--- config.mk ---
export PLATFORM = sky130hd
export DESIGN_NAME = mult_rr_arbiter
export DESIGN_NICKNAME = d
export VERILOG_FILES = /design/src/rtl/mult_rr_arbiter.sv
export SDC_FILE = /design/constraint.sdc
export NUM_CORES = 1
export LEC_CHECK = 0
export ABC_AREA = 1
export CORE_MARGIN = 2
export CORE_UTILIZATION = 35
export CTS_BUF_LIST = sky130_fd_sc_hd__clkbuf_16
export CTS_CLUSTER_SIZE = 40
export DETAILED_ROUTE_END_ITERATION = 7
export GPL_TIMING_DRIVEN = 0
export PLACE_DENSITY = 0.87
export SKIP_CTS_REPAIR_TIMING = 1
export SYNTH_ARGS = -nofsm -noshare
export SYNTH_HDL_FRONTEND = slang
export SYNTH_SLANG_ARGS = --single-unit
--- constraint.sdc ---
create_clock -name clk -period 6.3 [get_ports clk]
set_input_delay 1.26 -clock clk [delete_from_list [all_inputs] [get_ports clk]]
set_output_delay 1.26 -clock clk [all_outputs]
set_load 0.02 [all_outputs]
--- src/rtl/mult_rr_arbiter.sv ---
// Round-robin front end that shares one INT8 x INT8 multiplier among NUM_REQ lanes.
// Define MULT_ARB_PERF_EN to add per-requester saturating grant counters on grant_cnt.
module mult_rr_arbiter #(
   parameter  int NUM_REQ = 4,
   localparam int IDX_W   = $clog2(NUM_REQ)
) (
   input  logic                   clk,
   input  logic                   rst_n,
   input  logic [NUM_REQ-1:0]     req_valid,
   output logic [NUM_REQ-1:0]     req_ready,
   input  logic [8*NUM_REQ-1:0]   req_a,
   input  logic [8*NUM_REQ-1:0]   req_b,
   output logic [NUM_REQ-1:0]     rsp_valid,
   input  logic [NUM_REQ-1:0]     rsp_ready,
   output logic [15:0]            rsp_product,
   output logic                   mul_valid,
   output logic [7:0]             mul_a,
   output logic [7:0]             mul_b,
   input  logic [15:0]            mul_product,
   input  logic                   mul_done,
   output logic                   err_done
`ifdef MULT_ARB_PERF_EN
   ,
   output logic [16*NUM_REQ-1:0]  grant_cnt
`endif
);

   localparam logic [1:0] ST_IDLE = 2'd0;
   localparam logic [1:0] ST_WAIT = 2'd1;
   localparam logic [1:0] ST_RESP = 2'd2;

   localparam logic [IDX_W:0]   NUM_REQ_W = (IDX_W+1)'(NUM_REQ);
   localparam logic [IDX_W-1:0] LAST_IDX  = IDX_W'(NUM_REQ - 1);

   logic [1:0]       state_q, state_d;
   logic [IDX_W-1:0] ptr_q, ptr_d;
   logic [IDX_W-1:0] owner_q, owner_d;
   logic             err_q, err_d;

   logic [7:0]       op_a [NUM_REQ];
   logic [7:0]       op_b [NUM_REQ];
   logic [IDX_W-1:0] winner;
   logic             found;
   logic             owner_ready;
   logic             rsp_active;
   logic             slot_open;
   logic             grant;

   genvar gi;
   generate
      for (gi = 0; gi < NUM_REQ; gi++) begin : g_lane
         assign op_a[gi]      = req_a[8*gi +: 8];
         assign op_b[gi]      = req_b[8*gi +: 8];
         assign req_ready[gi] = grant && (winner == IDX_W'(gi));
         assign rsp_valid[gi] = rsp_active && (owner_q == IDX_W'(gi));
      end
   endgenerate

   // Rotating priority search: first valid requester at or after the pointer.
   always_comb begin
      logic [IDX_W:0] cand_sum;
      winner   = '0;
      found    = 1'b0;
      cand_sum = '0;
      for (int k = 0; k < NUM_REQ; k++) begin
         cand_sum = {1'b0, ptr_q} + (IDX_W+1)'(k);
         if (cand_sum >= NUM_REQ_W) begin
            cand_sum = cand_sum - NUM_REQ_W;
         end
         if (!found && req_valid[cand_sum[IDX_W-1:0]]) begin
            found  = 1'b1;
            winner = cand_sum[IDX_W-1:0];
         end
      end
   end

   assign owner_ready = rsp_ready[owner_q];
   assign rsp_active  = ((state_q == ST_WAIT) && mul_done) || (state_q == ST_RESP);

   always_comb begin
      slot_open = 1'b1;
      case (state_q)
         ST_IDLE: slot_open = 1'b1;
         ST_WAIT: slot_open = mul_done && owner_ready;
         ST_RESP: slot_open = owner_ready;
         default: slot_open = 1'b1;
      endcase
   end

   // Gating with rst_n keeps every handshake output quiet while reset is held.
   assign grant       = rst_n && slot_open && found;
   assign mul_valid   = grant;
   assign mul_a       = grant ? op_a[winner] : 8'd0;
   assign mul_b       = grant ? op_b[winner] : 8'd0;
   assign rsp_product = mul_product;
   assign err_done    = err_q;

   always_comb begin
      state_d = state_q;
      ptr_d   = ptr_q;
      owner_d = owner_q;
      err_d   = err_q || (mul_done && (state_q != ST_WAIT));
      if (grant) begin
         state_d = ST_WAIT;
         owner_d = winner;
         ptr_d   = (winner == LAST_IDX) ? '0 : winner + IDX_W'(1);
      end else if (slot_open) begin
         state_d = ST_IDLE;
      end else if ((state_q == ST_WAIT) && mul_done) begin
         state_d = ST_RESP;
      end
   end

   always_ff @(posedge clk or negedge rst_n) begin
      if (!rst_n) begin
         state_q <= ST_IDLE;
         ptr_q   <= '0;
         owner_q <= '0;
         err_q   <= 1'b0;
      end else begin
         state_q <= state_d;
         ptr_q   <= ptr_d;
         owner_q <= owner_d;
         err_q   <= err_d;
      end
   end

`ifdef MULT_ARB_PERF_EN
   generate
      for (gi = 0; gi < NUM_REQ; gi++) begin : g_perf
         logic [15:0] cnt_q, cnt_d;
         always_comb begin
            cnt_d = cnt_q;
            if (req_valid[gi] && req_ready[gi] && (cnt_q != 16'hFFFF)) begin
               cnt_d = cnt_q + 16'd1;
            end
         end
         always_ff @(posedge clk or negedge rst_n) begin
            if (!rst_n) begin
               cnt_q <= 16'd0;
            end else begin
               cnt_q <= cnt_d;
            end
         end
         assign grant_cnt[16*gi +: 16] = cnt_q;
      end
   endgenerate
`endif

endmodule

==> metrics.md, run 1 <==
| Metric | Value |
|---|---|
| Core ar. | 4324 um2 |
| Tot GR Track Use | 0.2056 |
| Synth Flop Type | dfrtp_1 |
| Initial Util | 0.3608 |
| Final Hold Viols | 0 |
| Hpwl dp | 4.365 mm |
| TritonCTS buffer count | 3 |
| Multi-input gate area | 1044 um2 |
| Synth Cell Area | 1560 um2 |
| Slowest library cell on the worst path | clkdlybuf4s50_1 |
| Syn avg cell area | 5.271 um2 |
| Hold slack | 0.4749 ns |
| CP arrival | 3.76 ns |
| TritonRoute pass-1 iters | 4 |
| Utilization after layout | 0.6629 |
| Placement Rows | 24 |
| Die width | 70.77 um |
| Worst slew margin | 0.7172 |
| Final setup fails | 0 |
| Total power | 1.643 mW |
| Largest net degree at the start of global routing | 12 |
| Critical Path End Type | output port |
| Slowest stage delay, CP | 0.62 ns |
| Final Critical Period | 5.016 ns |
| Peak Freq | 199.4 MHz |
| First-pass GRT wire length | 8.659 mm |
| Final GP Congestion | 0.8452 |
| Most frequent cell after synthesis | nand2_1 |
| Area after DPL | 2786 um2 |
| H-tree Lvls | 1 |
| Post-route cell area | 2867 um2 |
| Worst-margin pin slew | 0.4237 ns |
| Max cap viols | 0 |
| Syn Nets | 393 |
| DRC errors left | 0 |
| IO Pins | 133 |
| Max IR drop VDD | 0.2805 mV |
| CTS Sinks | 7 |
| Yosys warns | 0 |
| Sequential cell area | 175.2 um2 |
| Die ar. | 5008 um2 |
| CTS tree | yes |
| Pwr Density | 573.2 nW/um2 |
| Final ANT Viol Nets | 0 |
| Seq/Total Area, Yosys | 0.1123 |
| Synth cell types | 24 |
| Final worst-path cycle share | 0.7961 |
| Ys async rst share | 1.000 |
| EDFF count, synth | 0 |
| Via Count | 2171 |
| Dominant cells by area after synthesis | nand2_1, dfrtp_1, nand3_1 |
| CTS clock-pin slew for the worst setup and hold paths | 0.04 ns |
| Die Y | 70.77 um |
| Cell taking the most area after synthesis | nand2_1 |
| CP max FO | 11 |
| Synth Instances | 296 |
| Worst-path cell chain | clkdlybuf4s50_1, inv_1, nand2_1, nand3_1, nand2_1, inv_1, nand3_2, nand3_2, inv_2, buf_6, ha_1, inv_1, nor2_1, clkdlybuf4s50_1 |
| Layout net count | 514 |
| Setup TNS | 0 ns |
| Required time of the critical path | 5.04 ns |
| IO buf count | 116 |
| Pleak | 1.499 nW |
| RSZ-0062 raised after global routing | no |
| Vias in the first global route | 2042 |
| Clock Latency Late Sink | 0.23 ns |
| Synthesized flop and latch total | 7 |
| Diode count | 0 |
| Area share of the largest cell type after synthesis | 0.3729 |
| Fillers | 373 |
| Share of layout cells above drive strength 1 | 0.1082 |
| Synth-to-Final Area Change | 83.72% |
| Final clock skew | 0.004096 ns |
| Worst hold path class | reg -> reg |
| Vias per cell | 4.639 |
| GRT Residual Overflow | 0 |
| Commonest cells in the synthesized netlist | nand2_1, inv_1, nand3_1 |
| Routed length per instance | 11.35 um |
| Clock tree buffer depth | 2 |
| Max Slew Vio Count | 0 |
| Initial antenna violation count | 0 |
| Most used cell along the critical path | inv_1 |
| Total wire length | 5.314 mm |
| Starting DRT DRC Count | 85 |
| Status | finished, final reports clean |
| Clock root buffer | clkbuf_16 |
| Kind of critical path | in -> out |
| Bufs and invs on worst path | 7 |
| Crit start category | primary input |
| Cell family with most CP delay | buffers and inverters |
-- report_power, final --
| group | leakage (nW) | switching (mW) | internal, mW |
|---|---|---|---|
| clock network | 0.0409 | 0.0235 | 0.0832 |
| registers | 0.0815 | 0.0184 | 0.0656 |
| logic | 1.38 | 0.868 | 0.584 |
-- cell families (layout without fill, tap and decap cells) --
group / Yosys count / in the layout / synth area share
flops: 7 / 7 / 0.1123
buf+inv: 62 / 182 / 0.2189
simple gates: 205 / 205 / 0.5581
fa+ha+maj: 6 / 6 / 0.04811
compound gates: 16 / 16 / 0.06256
-- final cells by class --
type,count,area share
Timing Repair Buffer,116,0.4051
Multi-Input combinational cell,227,0.3640
Buffer,26,0.07202
Sequential cell,7,0.06111
Inverter,36,0.04714
Clock buffer,3,0.02619
Tap cell,52,0.02270
Clock inverter,1,0.001746
-- state kept, by name, indices dropped and copies added (netlist names) --
name,cells
ptr_q,2
err_done,1
state_q,2
owner_q,2
-- placed cells by master, fill, tap and decap left out, types with 3 or more instances in the layout --
| cell | instances |
|---|---|
| nand2_1 | 155 |
| clkdlybuf4s50_1 | 116 |
| inv_1 | 33 |
| nand3_1 | 30 |
| buf_4 | 18 |
| dfrtp_1 | 7 |
| a21oi_1 | 6 |
| ha_1 | 6 |
| buf_6 | 5 |
| nor2_1 | 5 |
| o21ai_0 | 4 |
| nand3_2 | 4 |
| inv_2 | 3 |
| buf_2 | 3 |
| nor3_1 | 3 |
| clkbuf_16 | 3 |
-- worst paths after layout --
path	startpoint	to	slack, ns	depth (start not counted)
worst min register to register	err_done	err_done	0.47	1
worst min-delay path	err_done	err_done	0.47	1
worst max register to register	ptr_q[0]	ptr_q[1]	4.13	13
min in group asynchronous	rst_n	err_done	1.31	1
worst max-delay path	req_valid[3]	req_ready[3]	1.28	14
max in group asynchronous	rst_n	owner_q[1]	4.72	1
-- layer usage --
metal,share of wire,up-vias,GRT usage
met1,0.43,952,0.2496
met5,0,-,0
met3,0.070,4,0.03134
met2,0.49,86,0.3790
met4,0.0085,0,0.04822
li1,-,1129,-
-- stage by stage --
| step | worst slack (ns) | cells |
|---|---|---|
| 2_1_floorplan | 2.444 | 296 |
| 3_3_place_gp | 1.350 | 464 |
| 3_5_place_dp | 1.282 | 464 |
| 4_1_cts | 1.274 | 468 |
| 5_1_grt | 1.108 | 468 |
| 6_report | 1.284 | 468 |
(Power assumes the default switching activity.)
==> run 2, diff against run 1 <==
- CORE_UTILIZATION: 35 -> 33
- PLACE_DENSITY: 0.87 -> 0.83
- clock period: 6.3 -> 5.1 ns (I/O delays scaled with it)
==> run 2 against run 1 <==
Effect of this change: sequential share of layout area barely moved; largest power group unchanged; clock power is 21% higher; critical path type unchanged; register-to-register slack worse by 1.2 ns.
==> metrics.md, run 2 (synthesis gave the netlist of run 1 again) <==
| Metric | Value |
|---|---|
| Status | finished, final reports clean |
| Worst r2r src | ptr_q[0] |
| CTS tree | yes |
| Initial antenna violation count | 0 (unchanged) |
| IO Pins | 133 (unchanged) |
| H-tree Lvls | 1 (unchanged) |
| Clock tree buffer depth | 2 (unchanged) |
| Required time of the critical path | 4.08 ns (-0.96 ns) |
| Largest regs | owner_q: 2 flops, ptr_q: 2 flops, state_q: 2 flops |
| Largest net degree at the start of global routing | 12 (unchanged) |
| Cell family with most CP delay | buffers and inverters |
| Total wire length | 5.179 mm (-2.5%) |
| Vias per cell | 4.436 (-4.4%) |
| Crit start category | primary input |
| Via Count | 2085 (-4.0%) |
| Fillers | 447 (+20%) |
| Diode count | 0 (unchanged) |
| Kind of critical path | in -> out |
| TritonRoute pass-1 iters | 4 (unchanged) |
| Placement Rows | 25 (+4.2%) |
| Final GP Congestion | 0.7833 (-7.3%) |
| Max cap viols | 0 (unchanged) |
| Setup TNS | 0 ns (unchanged) |
| Die Y | 72.76 um (+2.8%) |
| Peak Freq | 222.4 MHz |
| TritonCTS buffer count | 3 (unchanged) |
| DRC errors left | 0 (unchanged) |
| Worst-margin pin slew | 0.4240 ns (+0.0003047 ns) |
| Most common cell after layout, fill and taps aside | nand2_1 |
| CP max FO | 11 (unchanged) |
| Commonest cells after routing, fill and taps aside | nand2_1, clkdlybuf4s50_1, inv_1 |
| Clock root buffer | clkbuf_16 |
| Die ar. | 5294 um2 (+5.7%) |
| Worst hold path class | reg -> reg |
| Finished Layout Cells | 470 (+0.43%) |
| Worst slew margin | 0.7170 (about the same) |
| Most used cell along the critical path | inv_1 |
| Max Slew Vio Count | 0 (unchanged) |
| Hpwl dp | 4.275 mm (-2.1%) |
| Slowest library cell on the worst path | clkdlybuf4s50_1 |
| Hold path start | err_done |
| Final worst-path cycle share | 0.8818 |
| Share of layout cells above drive strength 1 | 0.1058 (-0.002404) |
| Layout net count | 514 (unchanged) |
| Pleak | 1.500 nW (about the same) |
| Die width | 72.76 um (+2.8%) |
| CTS clock-pin slew for the worst setup and hold paths | 0.04 ns (about the same) |
| Final setup fails | 0 (unchanged) |
| Max IR drop VDD | 0.3673 mV (+31%) |
| Final Critical Period | 4.497 ns |
| CTS Sinks | 7 (unchanged) |
| Vias in the first global route | 1948 (-4.6%) |
| RSZ-0062 raised after global routing | no |
| IO buf count | 116 (unchanged) |
| Routed length per instance | 11.02 um (-3.0%) |
| Slowest stage delay, CP | 0.62 ns (about the same) |
| CP arrival | 3.48 ns (-0.28 ns) |
| Synth-to-Final Area Change | 83.80% (about the same) |
| Bufs and invs on worst path | 7 (unchanged) |
| Pwr Density | 705.0 nW/um2 (+23%) |
| Clock Latency Late Sink | 0.23 ns (about the same) |
| Initial Util | 0.3370 (-0.02379) |
| Worst-path cell chain | clkdlybuf4s50_1, inv_1, nand2_1, nand3_1, nand2_1, inv_1, nand3_2, nand3_2, inv_2, buf_6, ha_1, inv_1, nor2_1, clkdlybuf4s50_1 |
| Final ANT Viol Nets | 0 (unchanged) |
| First-pass GRT wire length | 8.293 mm (-4.2%) |
| Core ar. | 4629 um2 (+7.1%) |
| Worst Setup SP | req_valid[2] |
| Starting DRT DRC Count | 58 (-32%) |
| GRT Residual Overflow | 0 (unchanged) |
| Tot GR Track Use | 0.1898 (-0.01580) |
| Final Hold Viols | 0 (unchanged) |
| Placed Cells | 466 (+0.43%) |
| Final clock skew | 0.0008005 ns (-0.003295 ns) |
| Critical Path End Type | output port |
## run 2: cell count changes in the layout (fill, tap and decap cells not counted), sizes merged
| cell | change |
|---|---|
| clkinv | -1 |
| inv | +1 |
## run 2: final cells by class
type / count / area (um2) / area share
plain buffers: 26 / 206.4 / 0.07199
repair buffers: 116 / 1161 / 0.4049
clock buffers: 3 / 75.07 / 0.02618
inverters: 36 / 135.1 / 0.04712
multi-input cells: 227 / 1044 / 0.3639
flip-flops and latches: 7 / 175.2 / 0.06108
clock inverters: 1 / 3.754 / 0.001309
well taps: 54 / 67.56 / 0.02356
## run 2: per-stage QoR
stage          hold WS (ns)    util  setup slack, ns  cell area, um2  power (mW)
6_report             0.4809  0.6195           0.6027            2868       2.022
5_1_grt              0.5112  0.6195           0.3281            2868       2.239
4_1_cts              0.4847  0.6195           0.5930            2868       2.041
3_5_place_dp         0.4672  0.6024           0.6011            2789       1.901
3_3_place_gp         0.4619  0.6024           0.6288            2789       1.870
2_1_floorplan        0.5134       -            1.724            1560       1.321
## run 2: routing by layer
metal / vias up / routed length, um / global-route usage
met3: 2 / 393 / 0.03315
met2: 70 / 2615 / 0.3374
li1: 1131 / - / -
met5: - / 0 / 0
met4: 0 / 15 / 0.04527
met1: 882 / 2154 / 0.2372
## run 2: worst register-to-register path: cells and delay by family (launching register included)
family | cells | cell delay [ns]
flip-flops | 1 | 0.40
AND/OR/NAND/NOR | 8 | 0.87
AO/OA/AOI/OAI | 1 | 0.08
buffers and inverters | 3 | 0.39
adder cells (fa/ha/maj) | 1 | 0.29
## run 2: worst paths after layout
kind	slack, ns	cells after the start	to
min in group asynchronous	1.08	1	err_done
max reg2reg	2.94	13	ptr_q[1]
min	0.48	1	err_done
min reg2reg	0.48	1	err_done
max in group asynchronous	3.75	1	ptr_q[0]
max	0.60	14	req_ready[3]
## run 2: power breakdown
| part | total, mW | internal, mW | switching (mW) |
|---|---|---|---|
| logic | 1.79 | 0.720 | 1.07 |
| clock network | 0.130 | 0.102 | 0.0283 |
| registers | 0.103 | 0.0811 | 0.0219 |
| total | 2.02 | 0.903 | 1.12 |
